File: src/rtl/scan_decoder_if.sv
// rtl/scan_decoder_if.sv - enable, select and decoded-output bundle for scan_decoder
interface scan_decoder_if #(
    parameter int SEL_W = 3
);
    localparam int OUT_N = 2 ** SEL_W;

    logic             g1;
    logic             g2a_n;
    logic             g2b_n;
    logic             mode;
    logic [SEL_W-1:0] sel;
    logic [SEL_W-1:0] scan_last;
    logic [OUT_N-1:0] y_n;
    logic [SEL_W-1:0] cur_idx;
    logic             step;

    modport master (
        output g1, g2a_n, g2b_n, mode, sel, scan_last,
        input  y_n, cur_idx, step
    );

    modport slave (
        input  g1, g2a_n, g2b_n, mode, sel, scan_last,
        output y_n, cur_idx, step
    );
endinterface

File: src/rtl/scan_decoder.sv
// rtl/scan_decoder.sv - registered SEL_W-to-2^SEL_W active-low decoder with auto-scan (optional SCAN_BLANK_EN blanking)
module scan_decoder #(
    parameter int SEL_W     = 3,
    parameter int SCAN_DIV  = 50000,
    parameter int BLANK_CYC = 4
) (
    input  logic           clk,
    input  logic           rst_n,
    scan_decoder_if.slave  bus
);
    localparam int OUT_N = 2 ** SEL_W;
    localparam int PW    = $clog2(SCAN_DIV);
    localparam logic [PW-1:0] PRESC_MAX = PW'(SCAN_DIV - 1);

    if (SCAN_DIV < 2 || BLANK_CYC < 0 || BLANK_CYC >= SCAN_DIV) begin : g_bad_param
        $error("scan_decoder: SCAN_DIV must be >= 2 and BLANK_CYC in 0..SCAN_DIV-1");
    end

    logic [OUT_N-1:0] r_y_n;
    logic [SEL_W-1:0] r_cur_idx;
    logic             r_step;
    logic [PW-1:0]    r_presc;
    logic             r_mode_q;

    logic             w_enable;
    logic             w_wrap;
    logic [SEL_W-1:0] w_idx_next;
    logic [PW-1:0]    w_presc_next;
    logic             w_step_next;
    logic [OUT_N-1:0] w_y_next;

    assign w_enable = bus.g1 & ~bus.g2a_n & ~bus.g2b_n;
    assign w_wrap   = (r_presc == PRESC_MAX);

    // Next index / prescaler / step / decoded outputs for the coming edge
    always_comb begin
        w_idx_next   = r_cur_idx;
        w_presc_next = r_presc;
        w_step_next  = 1'b0;
        if (!bus.mode) begin
            // direct decode; prescaler parked so a later scan entry starts clean
            w_idx_next   = bus.sel;
            w_presc_next = '0;
        end else if (!r_mode_q) begin
            // first scan cycle: restart the slot sequence from index 0
            w_idx_next   = '0;
            w_presc_next = '0;
        end else if (w_enable) begin
            if (w_wrap) begin
                w_presc_next = '0;
                w_step_next  = 1'b1;
                // >= also catches a scan_last lowered below the current index
                w_idx_next   = (r_cur_idx >= bus.scan_last) ? '0 : r_cur_idx + 1'b1;
            end else begin
                w_presc_next = r_presc + 1'b1;
            end
        end
        // disabled in scan mode: everything frozen, resume later from here

        w_y_next = w_enable ? ~(OUT_N'(1) << w_idx_next) : '1;
`ifdef SCAN_BLANK_EN
        // dead time at the start of each slot to stop ghosting between digits
        if (bus.mode && (int'(w_presc_next) < BLANK_CYC)) begin
            w_y_next = '1;
        end
`endif
    end

    // Output, index and scan state registers
    always_ff @(posedge clk or negedge rst_n) begin
        if (!rst_n) begin
            r_y_n     <= '1;
            r_cur_idx <= '0;
            r_step    <= 1'b0;
            r_presc   <= '0;
            r_mode_q  <= 1'b0;
        end else begin
            r_y_n     <= w_y_next;
            r_cur_idx <= w_idx_next;
            r_step    <= w_step_next;
            r_presc   <= w_presc_next;
            r_mode_q  <= bus.mode;
        end
    end

    assign bus.y_n     = r_y_n;
    assign bus.cur_idx = r_cur_idx;
    assign bus.step    = r_step;
endmodule
File: src/flat_wrapper.sv
// flat-port wrapper written by rule: the top's interface ports become plain ports
module scan_decoder_flat 
#(
    parameter int SEL_W     = 3,
    parameter int SCAN_DIV  = 50000,
    parameter int BLANK_CYC = 4
)
  (clk, rst_n, bus_g1, bus_g2a_n, bus_g2b_n, bus_mode, bus_sel, bus_scan_last, bus_y_n, bus_cur_idx, bus_step);
  scan_decoder_if #(.SEL_W(SEL_W)) bus_i ();
  input  logic clk;
  input  logic rst_n;
  input wire logic [$bits(bus_i.g1)-1:0] bus_g1;
  input wire logic [$bits(bus_i.g2a_n)-1:0] bus_g2a_n;
  input wire logic [$bits(bus_i.g2b_n)-1:0] bus_g2b_n;
  input wire logic [$bits(bus_i.mode)-1:0] bus_mode;
  input wire logic [$bits(bus_i.sel)-1:0] bus_sel;
  input wire logic [$bits(bus_i.scan_last)-1:0] bus_scan_last;
  output wire logic [$bits(bus_i.y_n)-1:0] bus_y_n;
  output wire logic [$bits(bus_i.cur_idx)-1:0] bus_cur_idx;
  output wire logic [$bits(bus_i.step)-1:0] bus_step;
  assign bus_i.g1 = bus_g1;
  assign bus_i.g2a_n = bus_g2a_n;
  assign bus_i.g2b_n = bus_g2b_n;
  assign bus_i.mode = bus_mode;
  assign bus_i.sel = bus_sel;
  assign bus_i.scan_last = bus_scan_last;
  assign bus_y_n = bus_i.y_n;
  assign bus_cur_idx = bus_i.cur_idx;
  assign bus_step = bus_i.step;
  scan_decoder #(.SEL_W(SEL_W), .SCAN_DIV(SCAN_DIV), .BLANK_CYC(BLANK_CYC)) u_core (.clk(clk), .rst_n(rst_n), .bus(bus_i));
endmodule
File: config.mk
export PLATFORM = sky130hd
export DESIGN_NAME = scan_decoder_flat
export DESIGN_NICKNAME = d
export VERILOG_FILES = /design/src/rtl/scan_decoder_if.sv /design/src/rtl/scan_decoder.sv /design/src/flat_wrapper.sv
export SDC_FILE = /design/constraint.sdc
export NUM_CORES = 1
export LEC_CHECK = 0
export ABC_CLOCK_PERIOD_IN_PS = 4850
export BUFFER_PORTS_ARGS = -buffer_cell sky130_fd_sc_hd__buf_4
export CAP_MARGIN = 30
export CORE_MARGIN = 2
export CORE_UTILIZATION = 60
export DETAILED_ROUTE_END_ITERATION = 10
export GPL_TIMING_DRIVEN = 0
export PLACE_DENSITY = 0.9
export SLEW_MARGIN = 25
export SYNTH_ARGS = -nofsm -noshare
export SYNTH_HDL_FRONTEND = slang
export SYNTH_SLANG_ARGS = --single-unit
File: constraint.sdc
create_clock -name clk -period 4.85 [get_ports clk]
set_input_delay 0.97 -clock clk [delete_from_list [all_inputs] [get_ports clk]]
set_output_delay 0.97 -clock clk [all_outputs]
set_load 0.02 [all_outputs]
== Yosys cells after proc, flatten, opt, wreduce, memory -nomap -nowiden ==
Cells that the tools add are included.

* Bits in registers: 29

* Add/subtract/negate cells: 2
* Order comparisons: 1
* Equality and inequality tests: 2
* Shift operators: 1
* Multiplexer cells: 14
* Bitwise gates (word level): 5

{| class="wikitable"
|+ Operators with widths
! operator !! count
|-
| $mux W16 || 4
|-
| $add A16 B1 Y16 const B || 1
|-
| $eq A16 B16 Y1 const B || 1
|-
| $mux W3 || 5
|-
| $mux W8 || 1
|-
| $not A8 Y8 || 1
|-
| $shl A1 B3 Y8 const A || 1
|-
| $mux W1 || 4
|-
| $add A3 B1 Y3 const B || 1
|-
| $ge A3 B3 Y1 || 1
|-
| $ne A3 B3 Y1 const B || 1
|-
| $and A1 B1 Y1 || 2
|-
| $not A1 Y1 || 2
|}

== Logic depth before layout (Yosys ltp) ==
Gate-level depths: netlist (run 1).

* Word-level depth: 9
* Gate-level depth with buffers: 8

== Least setup slack after synthesis (run 1) ==
Ideal clock, no wire load.

* Path kind: input to register
* Start point: in bus_g2a_n
* End point: reg u_core.r_presc[11]
* Library setup time: 0.066 ns
* Data arrival time: 2.607 ns
* Data required time: 4.784 ns
* Setup slack: 2.177 ns
* Stages on the path: 6
* Buffers on the path: 2
* Cell sequence: or3b_2 clkbuf_1 or3_1 buf_2 or4_1 nand2_1

* Cells in the longest elaborated chain, start to end: 4

{| class="wikitable"
|+ Ends and longest elaborated chain
! item !! RTL line !! RTL
|-
| start, declared || flat_wrapper.sv:13 || <nowiki>input wire logic [$bits(bus_i.g2a_n)-1:0] bus_g2a_n;</nowiki>
|-
| $not A1 Y1 || scan_decoder.sv:32 || <nowiki>assign w_enable = bus.g1 & ~bus.g2a_n & ~bus.g2b_n;</nowiki>
|-
| $and A1 B1 Y1 (2 in a row) || scan_decoder.sv:32 ||
|-
| $ne A3 B3 Y1 (no line) || n/a ||
|-
| end signal, assigned || scan_decoder.sv:81 || <nowiki>r_presc <= w_presc_next;</nowiki>
|-
| end, declared || scan_decoder.sv:22 || <nowiki>logic [PW-1:0] r_presc;</nowiki>
|}

Every way passes these cells.
A chain may end at the register's enable or synchronous reset.

== Worst setup path after layout (run 1) ==
Ends and elaborated chain as after synthesis.

==> results of run 1 <==
## worst max-delay path: cells and delay by family
| kind | cells | cell delay [ps] |
|---|---|---|
| AND/OR/NAND/NOR | 4 | 1440 |
| buffers and inverters | 3 | 510 |
## stage by stage
stage | area (um2) | setup slack (ps) | hold WS, ps | utilization (%)
detailed placement | 1850 | 1860 | 549 | 73.2
global placement | 1840 | 1940 | 530 | 73.0
finish | 1900 | 2210 | 529 | 75.2
CTS | 1900 | 2220 | 541 | 75.2
global route | 1900 | 2140 | 551 | 75.2
floorplan | 1630 | 2180 | 501 | -
## synthesized netlist by cell type (4+ instances only)
| cell type | instances |
|---|---|
| dfrtp_1 | 21 |
| nand2_1 | 20 |
| o21ai_0 | 16 |
| nand3_1 | 10 |
| nor3_1 | 10 |
| dfstp_2 | 8 |
| and3_1 | 6 |
| nor2_1 | 6 |
| a21oi_1 | 5 |
| ha_1 | 5 |
| inv_1 | 5 |
| nand3b_1 | 4 |
## layout make-up
cell class / count / area share, %
Clock inverter: 2 / 0.527
Multi-Input combinational cell: 130 / 45.4
Clock buffer: 6 / 2.18
Tap cell: 30 / 1.98
Sequential cell: 29 / 38.8
Timing Repair Buffer: 23 / 9.10
Buffer: 5 / 1.12
Inverter: 5 / 0.989
## logic make-up after synthesis
kind of cell / Yosys count / synth area share, %
flip-flops: 29 / 45.1
AO/OA/AOI/OAI: 36 / 14.8
buffers and inverters: 10 / 2.46
XOR/XNOR: 4 / 2.15
AND/OR/NAND/NOR: 84 / 31.0
multiplexers: 1 / 0.614
adder cells (fa/ha/maj): 5 / 3.84
## power breakdown
group,internal [W],switching [W]
Combinational,0.0000207,0.0000317
Clock,0.0000551,0.0000887
Sequential,0.000246,0.00000325
## state kept, by name, indices dropped and copies added, names as in the netlist
signal	flops
u_core.bus.step	1
u_core.bus.cur_idx	3
u_core.bus.y_n	8
u_core.r_mode_q	1
u_core.r_presc	16
## how the worst max path moves through the flow
stage | to | cells past startpoint
after floorplan | u_core.r_presc[11]$_DFFE_PN0P_ | 6
after global placement | u_core.r_presc[11]$_DFFE_PN0P_ | 7
after detailed placement | u_core.r_presc[11]$_DFFE_PN0P_ | 7
after CTS | u_core.r_presc[11]$_DFFE_PN0P_ | 7
after global routing | u_core.bus.y_n[2]$_DFF_PN1_ | 7
final | u_core.r_presc[11]$_DFFE_PN0P_ | 7
## routing by layer
| layer | share of wire, % | GRT usage (%) |
|---|---|---|
| met1 | 40 | 34.8 |
| met5 | 0 | 0 |
| met2 | 49 | 41.5 |
| met4 | 1.6 | 11.6 |
| met3 | 9.2 | 5.58 |
==> impl_metrics.csv, run 1 <==
group,metric,value,unit
job,max-cap-violations,0,
global_route,grt_pass1_wl,6.42,mm
synthesis,synth_area_leaders,"dfrtp_1 32%, dfstp_2 13%, o21ai_0 4.9%",
setup_path,critPathLaunchType,"input port",
sta,period_share,54.5,%
synthesis,synth_seq_cells,29,
clocking,clkTransAtPathRegs,100,ps
floorplan,die-area,3150,um2
setup_path,cp_max_fo,9,
clocking,cts_tree,"done",
synthesis,netlist_area,1630,um2
cells_and_area,fillers,174,
placement,place_inst,222,
drt,wl,3.82,mm
cells_and_area,final_common_cell,"buf_4",
clocking,cts_buffers,5,
clocking,cts_setup_buffers,0,
clocking,clock_sinks,29,
synthesis,synth_edf_count,0,
floorplan,floorplan.initialDensity,64.6,%
synthesis,async_reset_ff_share,100,%
global_route,grt_max_degree,30,
global_route,antenna_found_initial,0,
power,leakage,0.794,nW
setup_path,cpMaxStageDelayCell,"or4_1",
setup_path,crit_chain,"buf_4 > or3b_2 > clkbuf_1 > or3_1 > buf_2 > or4_1 > nand2_1",
global_route,gr-usage-all-layers,26.3,%
synthesis,ys_seq_area_share,45.1,%
placement,port_buffers,23,
setup_path,cp-end-kind,"flop",
drt,drc,0,
cells_and_area,diodes,0,
setup_path,path_class,"in -> reg",
clocking,cts_hold_buf,0,
worst_hold_path,min_path_type,"in -> async",
cells_and_area,multi_input_area,861,um2
sta,setup_violations,0,
setup_path,regToRegSetupSlack,2380,ps
placement,dp_hpwl,2.80,mm
sta,skew,11.7,ps
clocking,htree_levels,2,
clocking,cts-root-buf,"clkbuf_4",
synthesis,yosys.area.top_type_share,32.2,%
floorplan,die_x,56.1,um
sta,final.setup.tns,0,ps
sta,min_period,2640,ps
cells_and_area,area_growth,16.4,%
synthesis,syn_area_per_cell,9.65,um2
drt,dr_total_vias,1496,
drt,firstDrtPassIters,4,
drt,ant_nets,0,
cells_and_area,drive_above_1_share,25.0,%
global_route,grt_pass1_vias,1429,
floorplan,coreArea,2520,um2
power,total_power,0.000445,W
clocking,cts_buffer_depth,2,
clocking,cts_resized,0,
cells_and_area,mostFrequentLayoutCells,"23 x buf_4, 21 x dfrtp_1, 20 x nand2_1",
synthesis,synth-main-ff-cell,"dfrtp_1",
setup_path,worst-endpoint-required,5140,ps
power,peakVddDrop,0.000232,V
cells_and_area,finalNetCount,216,
sta,max_freq,379,MHz
global_route,grt_overflow,0,
synthesis,ys_warn_count,0,
setup_path,slowest_delay,510,ps
floorplan,rows,18,
drt,drt_iter0_drc,71,
synthesis,synthCells,169,
setup_path,worstPathArrival,2930,ps
run_status,status,"finished clean",
synthesis,synth.distinct_cells,48,
placement,gp_congestion,0.899,
sta,rsz0062_at_grt,"false",
clocking,clkLatencyLatePin,340,ps
setup_path,ff2ff_path_depth,5,
setup_path,r2r-end,"u_core.bus.y_n[0]$_DFF_PN1_",
sta,drv_slew,0,
power,p_per_area,235,nW/um2
synthesis,syn-num-nets,186,
drt,wl_per_cell,16.6,um
floorplan,die_h,56.1,um
setup_path,crit_start,"bus_g2a_n",
drt,vias_per_cell,6.50,
sta,max_slew_margin,49.9,%
floorplan,io_pins,24,
sta,hold_viol_final,0,
sta,tightestPinTransition,745,ps
cells_and_area,stdcell_count,230,
setup_path,rr_startpoint,"u_core.r_presc[5]$_DFFE_PN0P_",
cells_and_area,seq_area,736,um2
synthesis,post-synth-top-area-cell,"dfrtp_1",
No activity file was read; power rests on OpenSTA's default activity.
==> run 2: changes to the inputs <==
ABC_CLOCK_PERIOD_IN_PS = 2300   (was 4850)
CORE_UTILIZATION = 50   (was 60)
PLACE_DENSITY = 0.81   (was 0.9)
clock period = 2.3 ns   (was 4.85 ns; I/O delays follow)
==> run 2 against run 1 <==
Net effect:
- count of clock-buffer cells in the layout is 2 higher
- critical endpoint is now u_core.bus.y_n[0]$_DFF_PN1_
- via count up 2.7%
- routed wire length is 7.9% higher
- combinational power rose by 120%
==> impl_metrics.csv, run 2 (synthesis gave the netlist of run 1 again) <==
group,metric,value,unit
setup_path,worstPathArrival,2520,ps
global_route,grt_overflow,0,
drt,vias_per_cell,5.91,
setup_path,cp_max_fo,6,
clocking,htree_levels,2,
sta,hold_viol_final,0,
floorplan,floorplan.initialDensity,53.0,%
sta,setup_violations,0,
setup_path,cp_top_family,"simple AND/OR/NAND/NOR gates",
setup_path,critPathLaunchType,"flop",
clocking,cts_buffers,5,
floorplan,die_h,61.1,um
sta,skew,14.5,ps
power,p_per_area,460,nW/um2
clocking,cts_buffer_depth,2,
clocking,cts_tree,"done",
cells_and_area,area_growth,28.6,%
placement,place_ws,-151,ps
sta,worst_slack,41.5,ps
cells_and_area,finalNetCount,232,
drt,wl_per_cell,15.9,um
cells_and_area,mostFrequentLayoutCells,"39 x buf_4, 20 x nand2_1, 18 x dfrtp_1",
floorplan,io_pins,24,
setup_path,worst-path-buf-inv,1,
drt,drc,0,
power,leakage,0.919,nW
sta,period_share,98.2,%
drt,dr_total_vias,1537,
clocking,clock_sinks,29,
global_route,grt_pass1_vias,1398,
setup_path,regToRegSetupSlack,40,ps
sta,min_period,2260,ps
floorplan,die-area,3730,um2
global_route,antenna_found_initial,0,
floorplan,rows,20,
setup_path,cp-end-kind,"flop",
clocking,cts-root-buf,"clkbuf_4",
cells_and_area,diodes,0,
global_route,grt_max_degree,30,
drt,wl,4.12,mm
drt,ant_nets,0,
sta,max_freq,443,MHz
power,peakVddDrop,0.000309,V
cells_and_area,largest_register_ffs,16,
cells_and_area,drive_above_1_share,33.3,%
sta,max_slew_margin,60.5,%
clocking,clkLatencyLatePin,340,ps
floorplan,die_x,61.1,um
drt,drt_iter0_drc,51,
run_status,status,"finished clean",
sta,tightestPinTransition,590,ps
global_route,gr-usage-all-layers,23.4,%
setup_path,crit_chain,"or4b_4 > nor4_4 > buf_4 > o211ai_2 > a31oi_2 > or3b_1",
sta,rsz0062_at_grt,"true",
job,max-cap-violations,0,
setup_path,path_class,"reg -> reg",
worst_hold_path,min_path_type,"in -> async",
global_route,grt_pass1_wl,6.29,mm
drt,firstDrtPassIters,4,
cells_and_area,fillers,250,
setup_path,slowest_delay,590,ps
sta,drv_slew,0,
setup_path,worst-endpoint-required,2560,ps
placement,gp_congestion,0.916,
setup_path,cpMaxStageDelayCell,"or4b_4",
cells_and_area,final_util,68.1,%
clocking,cts_hold_buf,0,
placement,dp_hpwl,2.76,mm
floorplan,coreArea,3080,um2
placement,port_buffers,23,
cells_and_area,final_common_cell,"buf_4",
clocking,clkTransAtPathRegs,100,ps
cells_and_area,largest-register,"u_core.r_presc",
power,total_power,0.000965,W
run 2: power by group:
group	total, W	internal, W	switching (W)
clock	0.000322	0.000151	0.000172
sequential	0.000525	0.000518	0.00000667
combinational	0.000118	0.0000496	0.0000685
total	0.000965	0.000718	0.000247
run 2: metrics by stage:
step | std cells | cell area, um2 | hold WS, ps | TNS, ps
3_3_place_gp | 236 | 1860 | 393 | -1740
4_1_cts | 249 | 1970 | 28.1 | 0
6_report | 260 | 2100 | 29.7 | 0
5_1_grt | 260 | 2100 | 43.6 | -13.5
2_1_floorplan | 169 | 1630 | 164 | 0
3_5_place_dp | 236 | 1860 | 397 | -373
run 2: area by class of cell:
| cell class | count | area (um2) | area share, % |
|---|---|---|---|
| plain buffers | 5 | 27.5 | 1.31 |
| repair buffers | 39 | 293 | 14.0 |
| inverters | 5 | 18.8 | 0.895 |
| multi-input cells | 130 | 905 | 43.1 |
| flip-flops and latches | 29 | 739 | 35.3 |
| well taps | 44 | 55.1 | 2.63 |
| clock buffers | 8 | 58.8 | 2.80 |
run 2: path summary, 6_finish.rpt:
| kind | cells past startpoint | from | end |
|---|---|---|---|
| setup / recovery | 6 | u_core.r_presc[12]$_DFFE_PN0P_ | u_core.bus.y_n[0]$_DFF_PN1_ |
| hold / removal | 1 | rst_n | u_core.r_presc[13]$_DFFE_PN0P_ |
| setup reg to reg | 6 | u_core.r_presc[12]$_DFFE_PN0P_ | u_core.bus.y_n[0]$_DFF_PN1_ |
| hold reg to reg | 1 | u_core.r_presc[5]$_DFFE_PN0P_ | u_core.r_presc[5]$_DFFE_PN0P_ |
| max in group asynchronous | 1 | rst_n | u_core.bus.y_n[6]$_DFF_PN1_ |
| min in group clk | 1 | bus_mode | u_core.r_mode_q$_DFF_PN0_ |
run 2: what timing repair did:
| action | CTS | global route |
|---|---|---|
| pin swaps | 2 | 4 |
| buffers inserted | 5 | 11 |
| gates resized for setup | 2 | 12 |
| endpoints found under the setup margin | 3 | 9 |
| gates cloned | 0 | 0 |
run 2: worst reg2reg max path: cells and delay by family, from the launching register on:
| kind | cells | cell delay, ps |
|---|---|---|
| AO/OA/AOI/OAI | 2 | 360 |
| buffers and inverters | 1 | 190 |
| AND/OR/NAND/NOR | 3 | 1230 |
| flip-flops | 1 | 410 |
run 2: layer usage:
layer  up-vias  part of all wire, %  GRT usage, %
met2        51                   49          38.1
li1        728                    -             -
met4         0                  2.3          9.32
met3        14                  5.8          5.88
met1       744                   43          30.0
met5         -                    0             0
